[config.mk]
export PLATFORM = sky130hd
export DESIGN_NAME = buffer_ctrl
export DESIGN_NICKNAME = d
export VERILOG_FILES = /design/src/rtl/buffer_ctrl.sv
export SDC_FILE = /design/constraint.sdc
export NUM_CORES = 1
export LEC_CHECK = 0
export BUFFER_PORTS_ARGS = -buffer_cell sky130_fd_sc_hd__buf_2
export CAP_MARGIN = 20
export CORE_AREA = 2 2 85 46
export DETAILED_ROUTE_END_ITERATION = 8
export DIE_AREA = 0 0 87 48
export GPL_TIMING_DRIVEN = 0
export MAX_ROUTING_LAYER = met4
export PLACE_DENSITY_LB_ADDON = 0.3
export SETUP_SLACK_MARGIN = 0.5
export SLEW_MARGIN = 20
export SYNTH_ARGS = -nofsm -noshare
export SYNTH_HDL_FRONTEND = slang
export SYNTH_SLANG_ARGS = --single-unit
[constraint.sdc]
create_clock -name clk -period 1.69 [get_ports clk]
set_input_delay 0 -clock clk [delete_from_list [all_inputs] [get_ports clk]]
set_output_delay 0 -clock clk [all_outputs]
set_load 0.1 [all_outputs]
[src/rtl/buffer_ctrl.sv]
// -----------------------------------------------------------------------------
// buffer_ctrl
//
// Sequencing and access controller for the 64-byte endpoint data buffer.
// Arbitrates between the USB RX protocol engine (byte writes), the USB TX
// protocol engine (byte reads) and the AHB host slave (1/2/4-byte writes and
// reads). Drives the buffer's store/get/clear strobes and enforces packet
// direction, capacity and occupancy rules.
//
// Ports:
//   clk, rst               system clock; synchronous active-high reset
//   buffer_occ[6:0]        byte occupancy reported by the data buffer
//   rx_byte_valid          RX engine presents one data byte
//   rx_packet_done         RX packet ended with good CRC
//   rx_packet_err          RX packet aborted
//   tx_byte_req            TX engine requests the next byte
//   tx_packet_done         TX engine finished sending the packet
//   host_wr_req/size[1:0]  host write request (size 0=invalid,1=1B,2=2B,3=4B)
//   host_rd_req/size[1:0]  host read request, same size encoding
//   host_start_tx          host commands transmission of buffered data
//   host_clear             host flush command
//   store_rx_packet_data   strobe: write one RX byte into the buffer
//   get_tx_packet_data     strobe: read one TX byte from the buffer
//   store_tx_data[1:0]     strobe: host write, size encoded
//   get_rx_data[1:0]       strobe: host read, size encoded
//   clear                  buffer clear pulse
//   host_wr_ack/err        host write accepted / rejected this cycle
//   host_rd_ack/err        host read accepted / rejected this cycle
//   rx_data_ready          level: a completed RX packet is waiting
//   rx_packet_len[6:0]     byte count of the last completed RX packet
//   tx_active              level: buffer owned by the TX engine
//   rx_drop                pulse: an RX byte was discarded
//
// All strobes, acks, errors, clear and rx_drop are combinational from the
// inputs and the registered state; state, byte counter and rx_packet_len are
// registered. Only the registered buffer_occ is used for capacity decisions.
// -----------------------------------------------------------------------------
module buffer_ctrl #(
  parameter int CAPACITY = 64
) (
  input  logic       clk,
  input  logic       rst,
  input  logic [6:0] buffer_occ,
  input  logic       rx_byte_valid,
  input  logic       rx_packet_done,
  input  logic       rx_packet_err,
  input  logic       tx_byte_req,
  input  logic       tx_packet_done,
  input  logic       host_wr_req,
  input  logic [1:0] host_wr_size,
  input  logic       host_rd_req,
  input  logic [1:0] host_rd_size,
  input  logic       host_start_tx,
  input  logic       host_clear,
  output logic       store_rx_packet_data,
  output logic       get_tx_packet_data,
  output logic [1:0] store_tx_data,
  output logic [1:0] get_rx_data,
  output logic       clear,
  output logic       host_wr_ack,
  output logic       host_rd_ack,
  output logic       host_wr_err,
  output logic       host_rd_err,
  output logic       rx_data_ready,
  output logic [6:0] rx_packet_len,
  output logic       tx_active,
  output logic       rx_drop
);

  typedef enum logic [2:0] {
    IDLE     = 3'd0,
    RX_FILL  = 3'd1,
    RX_READY = 3'd2,
    TX_FILL  = 3'd3,
    TX_SEND  = 3'd4
  } state_t;

  localparam logic [7:0] CAP8 = 8'(CAPACITY);

  state_t     state_reg, state_next;
  logic [6:0] count_reg, count_next;
  logic [6:0] len_reg, len_next;

  // Size code to byte count: 0 -> 0, 1 -> 1, 2 -> 2, 3 -> 4.
  function automatic logic [7:0] size_bytes(input logic [1:0] size);
    logic [7:0] n;
    case (size)
      2'd1:    n = 8'd1;
      2'd2:    n = 8'd2;
      2'd3:    n = 8'd4;
      default: n = 8'd0;
    endcase
    return n;
  endfunction

  // Capacity arithmetic is done on 8 bits so occ + 4 can never wrap.
  logic [7:0] occ8;
  logic       occ_full;
  logic       occ_empty;
  logic       wr_fits;
  logic       rd_fits;

  assign occ8      = {1'b0, buffer_occ};
  assign occ_full  = (occ8 >= CAP8);
  assign occ_empty = (buffer_occ == 7'd0);
  assign wr_fits   = (host_wr_size != 2'd0) &&
                     ((occ8 + size_bytes(host_wr_size)) <= CAP8);
  assign rd_fits   = (host_rd_size != 2'd0) &&
                     (size_bytes(host_rd_size) <= occ8);

  // ---------------------------------------------------------------------------
  // State register
  // ---------------------------------------------------------------------------
  always_ff @(posedge clk) begin
    if (rst) begin
      state_reg <= IDLE;
      count_reg <= 7'd0;
      len_reg   <= 7'd0;
    end else begin
      state_reg <= state_next;
      count_reg <= count_next;
      len_reg   <= len_next;
    end
  end

  assign rx_packet_len = len_reg;

  // ---------------------------------------------------------------------------
  // Next-state and output decode
  // ---------------------------------------------------------------------------
  always_comb begin
    state_next           = state_reg;
    count_next           = count_reg;
    len_next             = len_reg;
    store_rx_packet_data = 1'b0;
    get_tx_packet_data   = 1'b0;
    store_tx_data        = 2'd0;
    get_rx_data          = 2'd0;
    clear                = 1'b0;
    host_wr_ack          = 1'b0;
    host_rd_ack          = 1'b0;
    host_wr_err          = 1'b0;
    host_rd_err          = 1'b0;
    rx_data_ready        = 1'b0;
    tx_active            = 1'b0;
    rx_drop              = 1'b0;

    // While rst is high every output stays quiet; the register block
    // overrides the next state, so nothing here leaks into state either.
    if (!rst) begin
      // Levels derive from the registered state only.
      rx_data_ready = (state_reg == RX_READY);
      tx_active     = (state_reg == TX_SEND);

      if (host_clear) begin
        // Flush wins over every other event in every state.
        clear      = 1'b1;
        state_next = IDLE;
        count_next = 7'd0;
        len_next   = 7'd0;
      end else begin
        case (state_reg)
          IDLE: begin
            count_next  = 7'd0;
            host_rd_err = host_rd_req;
            if (rx_byte_valid) begin
              // RX wins a same-cycle race; a pending host write is neither
              // acked nor rejected and will be refused once in RX_FILL.
              store_rx_packet_data = 1'b1;
              count_next           = 7'd1;
              state_next           = RX_FILL;
            end else begin
              if (host_wr_req) begin
                if (host_wr_size != 2'd0) begin
                  host_wr_ack   = 1'b1;
                  store_tx_data = host_wr_size;
                  state_next    = TX_FILL;
                end else begin
                  host_wr_err = 1'b1;
                end
              end
              // A start in the same cycle as a write takes the written
              // data straight into transmission.
              if (host_start_tx) begin
                state_next = TX_SEND;
              end
            end
          end

          RX_FILL: begin
            if (rx_packet_err) begin
              clear      = 1'b1;
              state_next = IDLE;
              count_next = 7'd0;
            end else begin
              host_wr_err = host_wr_req;
              host_rd_err = host_rd_req;
              if (rx_byte_valid) begin
                if (!occ_full) begin
                  store_rx_packet_data = 1'b1;
                  count_next           = count_reg + 7'd1;
                end else begin
                  // Overflow discards the whole packet.
                  rx_drop    = 1'b1;
                  clear      = 1'b1;
                  state_next = IDLE;
                  count_next = 7'd0;
                end
              end
              // A byte arriving with the done flag is counted; an
              // overflow on that cycle cancels the completion.
              if (rx_packet_done && !(rx_byte_valid && occ_full)) begin
                len_next   = count_next;
                state_next = RX_READY;
              end
            end
          end

          RX_READY: begin
            host_wr_err = host_wr_req;
            rx_drop     = rx_byte_valid;
            if (host_rd_req) begin
              if (rd_fits) begin
                host_rd_ack = 1'b1;
                get_rx_data = host_rd_size;
              end else begin
                host_rd_err = 1'b1;
              end
            end
            // Release the buffer once the host has drained it.
            if (occ_empty && !host_rd_ack) begin
              state_next = IDLE;
            end
          end

          TX_FILL: begin
            host_rd_err = host_rd_req;
            rx_drop     = rx_byte_valid;
            if (host_wr_req) begin
              if (wr_fits) begin
                host_wr_ack   = 1'b1;
                store_tx_data = host_wr_size;
              end else begin
                host_wr_err = 1'b1;
              end
            end
            if (host_start_tx) begin
              state_next = TX_SEND;
            end
          end

          TX_SEND: begin
            host_wr_err = host_wr_req;
            host_rd_err = host_rd_req;
            rx_drop     = rx_byte_valid;
            if (tx_packet_done) begin
              // End of packet takes precedence over a last byte request so
              // clear and get never coincide.
              clear      = 1'b1;
              state_next = IDLE;
            end else if (tx_byte_req && !occ_empty) begin
              get_tx_packet_data = 1'b1;
            end
          end

          default: begin
            state_next = IDLE;
            count_next = 7'd0;
          end
        endcase
      end
    end
  end

endmodule

## Yosys cells after proc, flatten, opt, wreduce, memory -nomap -nowiden

Index checks and enable logic that the tools add are counted.

| cells by class | value |
|---|---|
| bitwise gates (word level) | 1 |
| equal/unequal tests | 17 |
| magnitude comparators | 3 |
| reduce and logical (&&, ||, !) cells | 19 |
| add/sub/neg operators | 2 |
| multiplexer cells | 88 |

Operator list:

| kind | count |
|---|---|
| 1-bit 2-to-1 mux | 51 |
| 3-bit 2-to-1 mux | 11 |
| 2-bit 2-to-1 mux | 12 |
| 7-bit 2-to-1 mux | 3 |
| 7-bit case mux with 3 select lines | 1 |
| 3-bit case mux with 3 select lines | 2 |
| 4-bit inequality test, second input constant | 4 |
| 3-bit case mux with 5 select lines | 1 |
| 7-bit by 8-bit adder with 8-bit output | 1 |
| 2-bit equality test, second input constant | 4 |
| 8-bit by 7-bit less-or-equal comparator with 1-bit output | 1 |
| 8-bit by 7-bit less-or-equal comparator with 1-bit output, second input constant | 1 |
| 1-bit case mux with 2 select lines | 4 |
| 7-bit by 1-bit adder with 7-bit output, second input constant | 1 |
| 7-bit >= comparator, second input constant | 1 |
| 7-bit zero test | 1 |
| 7-bit AND reduction | 1 |
| 3-bit by 2-bit equality test with 1-bit output, second input constant | 2 |
| 1-bit logical AND | 6 |
| 3-bit OR reduction | 2 |
| 2-bit by 1-bit equality test with 1-bit output, second input constant | 2 |
| 2-bit inequality test, second input constant | 2 |
| 1-bit case mux with 4 select lines | 1 |
| 2-bit case mux with 2 select lines | 1 |
| other kinds (10) | 14 |

| word-level totals | value |
|---|---|
| bits in registers | 17 |
| word-level logic and storage cells | 133 |
| bits of input ports | 22 |
| output and inout bits | 21 |

## Depth between registers and ports, before layout

| logic depth | value |
|---|---|
| depth after elaboration | 13 |
| mapped depth | 8 |
| depth with buffers taken out | 8 |

## Worst setup path after synthesis

No wires, ideal clock.

| path | value |
|---|---|
| kind | in2out |
| from | input port host_wr_size[0] |
| to | output port host_wr_ack |
| data required time | 1.690 ns |
| buffers on the path | 0 |
| arrival time | 3.751 ns |
| path slack | -2.061 ns |
| stages on the path | 8 |
| path through | nor2b_1 -> ha_1 -> fa_1 -> a21oi_1 -> nor3b_1 -> o211a_1 -> a21oi_1 -> o31ai_1 |

| between the ends | value |
|---|---|
| longest elaborated chain between the ends | 10 |
| elaborated cells between the ends (all ways) | 16 |
| those cells by class | add/sub: 1; order compare: 1; eq/ne: 3; mux: 9; reduce/logical: 2 |

RTL lines:

| item | line | source |
|---|---|---|
| start, declared | 50 | `input logic [1:0] host_wr_size,` |
| 2-bit equality test / 2-bit by 1-bit equality test with 1-bit output (equally long branches) | 87 | `case (size)` |
| 3-bit case mux with 3 select lines | 87 |  |
| 7-bit by 8-bit adder with 8-bit output | 107 | `((occ8 + size_bytes(host_wr_size)) <= CAP8);` |
| 8-bit by 7-bit less-or-equal comparator with 1-bit output | 107 |  |
| 1-bit logical AND | 106 | `assign wr_fits = (host_wr_size != 2'd0) &&` |
| 1-bit 2-to-1 mux | 240 | `if (wr_fits) begin` |
| 1-bit 2-to-1 mux | 239 | `if (host_wr_req) begin` |
| 1-bit case mux with 2 select lines * | 162 | `case (state_reg)` |
| 1-bit 2-to-1 mux * | 155 | `if (host_clear) begin` |
| 1-bit 2-to-1 mux * | 150 | `if (!rst) begin` |
| end, declared | 60 | `output logic host_wr_ack,` |

Every way passes the cells marked *; elsewhere a longest branch is shown, timed or not.

## Final worst setup path

| path | value |
|---|---|
| from | input port rst |
| to | output port store_tx_data[0] |

| between the ends | value |
|---|---|
| longest elaborated chain between the ends | 1 |

RTL lines:

| item | line | source |
|---|---|---|
| start, declared | 42 | `input logic rst,` |
| 2-bit 2-to-1 mux | 150 |  |
| end, declared | 57 | `output logic [1:0] store_tx_data,` |

No other way between the ends.

==> metrics.md <==
| Metric | Value |
|---|---|
| Hold Violations, Final | `0` |
| Final instance area | `0.003082 mm²` |
| Post-synth top area share | `21.27%` |
| Largest net degree at the start of global routing | `11` |
| Logic pwr share | `47.1%` |
| Area grow syn2layout | `92.57%` |
| Static Leak | `1.193 nW` |
| Critical-path maximum fanout | `9` |
| Port bufs | `41` |
| Inst Count DP | `295` |
| Switching power | `0.5439 mW` |
| Synth area leaders | `dfxtp_1, nor2_1, a21oi_1` |
| GPL Wtd Cong | `0.8849` |
| Initial core utilization | `47.64%` |
| Final Util | `91.73%` |
| Max Fclk | `0.4978 GHz` |
| Clock Sinks | `17` |
| Nets@finish | `321` |
| Post-Route WL | `7.892 mm` |
| Root Buffer | `clkbuf_8` |
| Netlist cell types | `59` |
| Max_cap viols | `0` |
| Max-slew headroom | `55.07%` |
| Crit Path Class | `in -> out` |
| Internal power | `0.8315 mW` |
| Power Density | `446.3 mW/mm²` |
| TritonRoute pass-1 iters | `5` |
| Clock slew at the register clock pins of the worst setup and hold paths | `60 ps` |
| Period minus WS final | `2009 ps` |
| First-pass GRT wire length | `9.487 mm` |
| # diodes | `0` |
| Die area | `0.004176 mm²` |
| GRT overflow | `0` |
| Top post-synthesis cells by count | `nor2_1, a21oi_1, dfxtp_1` |
| EDFF count, synth | `0` |
| Most frequent cell after synthesis | `nor2_1` |
| Total track usage | `30.89%` |
| Number of remaining DRC errors | `0` |
| WP data arrival | `2010 ps` |
| Area occupied by multi-input gates | `0.001714 mm²` |
| Failing checks | `setup timing` |
| FILL cells | `110` |
| Asr flop ratio synth | `0%` |
| Vias in the first global route | `1948` |
| Sequential power share | `30.4%` |
| WL/cell | `23.77 µm` |
| Reg area | `354.1 µm²` |
| Drt via density | `6.961` |
| Detail Placement HPWL | `3.529 mm` |
| Mean Syn Cell Area | `7.549 µm²` |
| CP Capture Type | `output port` |
| Mapped Area | `0.001600 mm²` |
| Yosys reg bits | `17` |
| Tcrit/Tclk final | `118.9%` |
| Synth Net Count | `242` |
| Setup violations, final | `11` |
| RSZ-0062 raised after global routing | `true` |
| Status | `finished, violations left` |
| H-tree Lvls | `1` |
| Slew Viols, Final | `0` |
| Max Root-Sink Buffers | `2` |
| Layout cell share with drive strength beyond 1 | `63.79%` |
| Routed Antenna Nets | `0` |
| Cell taking the most area after synthesis | `dfxtp_1` |
| Placed cell area | `0.002157 mm²` |
| Switching share of power | `39.54%` |
| Sequential area share after synthesis | `21.27%` |
| CP Data Required Time | `1690 ps` |
| Cell row count | `15` |
| Worst Tran Pin Value | `673.3 ps` |
| Ports | `43` |
| Min setup slack post-route | `-318.8 ps` |
| Hold WC Path Type | `in -> reg` |
| Post-Synthesis Cells | `212` |
| Initial antenna violation count | `0` |
| Worst vdd ir | `0.6875 mV` |
| Die width | `87 µm` |
| CTS tree | `done` |
| Post-synth top flop | `dfxtp_1` |
| Clk Latency, worst-skew pair | `260 ps` |
| CP Launch Type | `input pin` |
| Clock power share | `22.5%` |
| Core area | `0.003359 mm²` |
| Clk_skew | `1.888 ps` |
| Number of buffers created by CTS | `3` |
| Sum Neg Setup Slack | `-1497 ps` |
| Layout Cells excl Fill | `332` |
| DIE HEIGHT | `48 µm` |
| Starting DRT DRC Count | `186` |
| Vias | `2311` |
| Synthesis Warnings | `0` |
==> power by group through the flow <==
stage	logic [mW]	clock network (mW)	registers [mW]
2_1_floorplan	0.303	0	0.432
3_3_place_gp	0.405	0	0.423
3_5_place_dp	0.413	0	0.424
4_1_cts	0.537	0.308	0.416
5_1_grt	0.664	0.331	0.417
6_report	0.648	0.310	0.417
==> cells in the final DEF (no fill, tap or decap), drive strengths merged, types with 3 or more instances in the layout <==
cell type / netlist / layout
buf: 7 / 81
nor2: 27 / 27
a21oi: 20 / 20
dfxtp: 17 / 17
nand2: 13 / 13
o21ai: 12 / 12
nor3: 9 / 9
nand3: 8 / 8
inv: 7 / 7
ha: 7 / 7
clkbuf: 4 / 7
a31oi: 6 / 6
and2: 6 / 6
nand4: 5 / 5
a211oi: 5 / 5
nor2b: 5 / 5
xnor2: 4 / 4
o31ai: 4 / 4
o21a: 3 / 3
and4: 3 / 3
a22oi: 3 / 3
o2111ai: 3 / 3
==> kinds of logic after synthesis <==
family,count (synthesis),synth area share [%]
DFF,17,21.27
xor gates and xnor gates,6,3.284
muxes,1,0.6255
and+or+nand+nor,96,34.25
adders and majority gates,8,6.724
buffers and inverters,18,6.098
AOI/OAI and AO/OA,66,27.76
==> stage by stage <==
stage,hold WS [ps],setup slack (ps),power [mW]
6_report,137.9,-318.8,1.375
5_1_grt,154.2,-337.7,1.413
4_1_cts,112.5,-202.4,1.261
3_5_place_dp,379.5,-582.2,0.8370
2_1_floorplan,95.96,-536.3,0.7351
3_3_place_gp,366.7,-545.8,0.8282
==> final timing paths <==
check	from	endpoint	slack, ps	depth (start not counted)
max reg2reg	state_reg[1]	state_reg[2]	-120	6
max	rst	store_tx_data[0]	-320	7
min	host_start_tx	state_reg[0]	140	3
min reg2reg	rx_packet_len[1]	rx_packet_len[1]	510	2
==> worst max-delay path, cell delays in order <==
cell      delay (ps)
buf_2            170
nor2_2           540
and2_1           260
clkbuf_1         330
nand4_1          230
o21ai_2          260
buf_12           200
==> area by class of cell <==
type,count,share of cell area (%)
multi-input combinational,177,55.62
timing repair buffer,74,24.69
sequential,17,11.49
buffer,11,3.816
tap,42,1.705
clock buffer,3,1.340
inverter,7,1.177
clock inverter,1,0.1624
==> layer usage <==
| metal | vias to the layer above | GRT usage [%] | wire, µm |
|---|---|---|---|
| li1 | 955 | - | - |
| met2 | 200 | 56.03 | 3618 |
| met4 | 0 | 16.25 | 400 |
| met3 | 59 | 3.103 | 797 |
| met5 | - | - | 0 |
| met1 | 1097 | 35.31 | 3075 |
==> repair_timing <==
| action | CTS | global route |
|---|---|---|
| buffers inserted | 22 | 10 |
| hold endpoints to repair | 0 | 0 |
| hold buffers | 0 | 0 |
| resized for setup | 104 | 46 |
| setup endpoints to repair | 31 | 31 |
| pin swaps | 34 | 21 |
| gates cloned | 1 | 0 |
No activity file was read; power rests on OpenSTA's default activity.
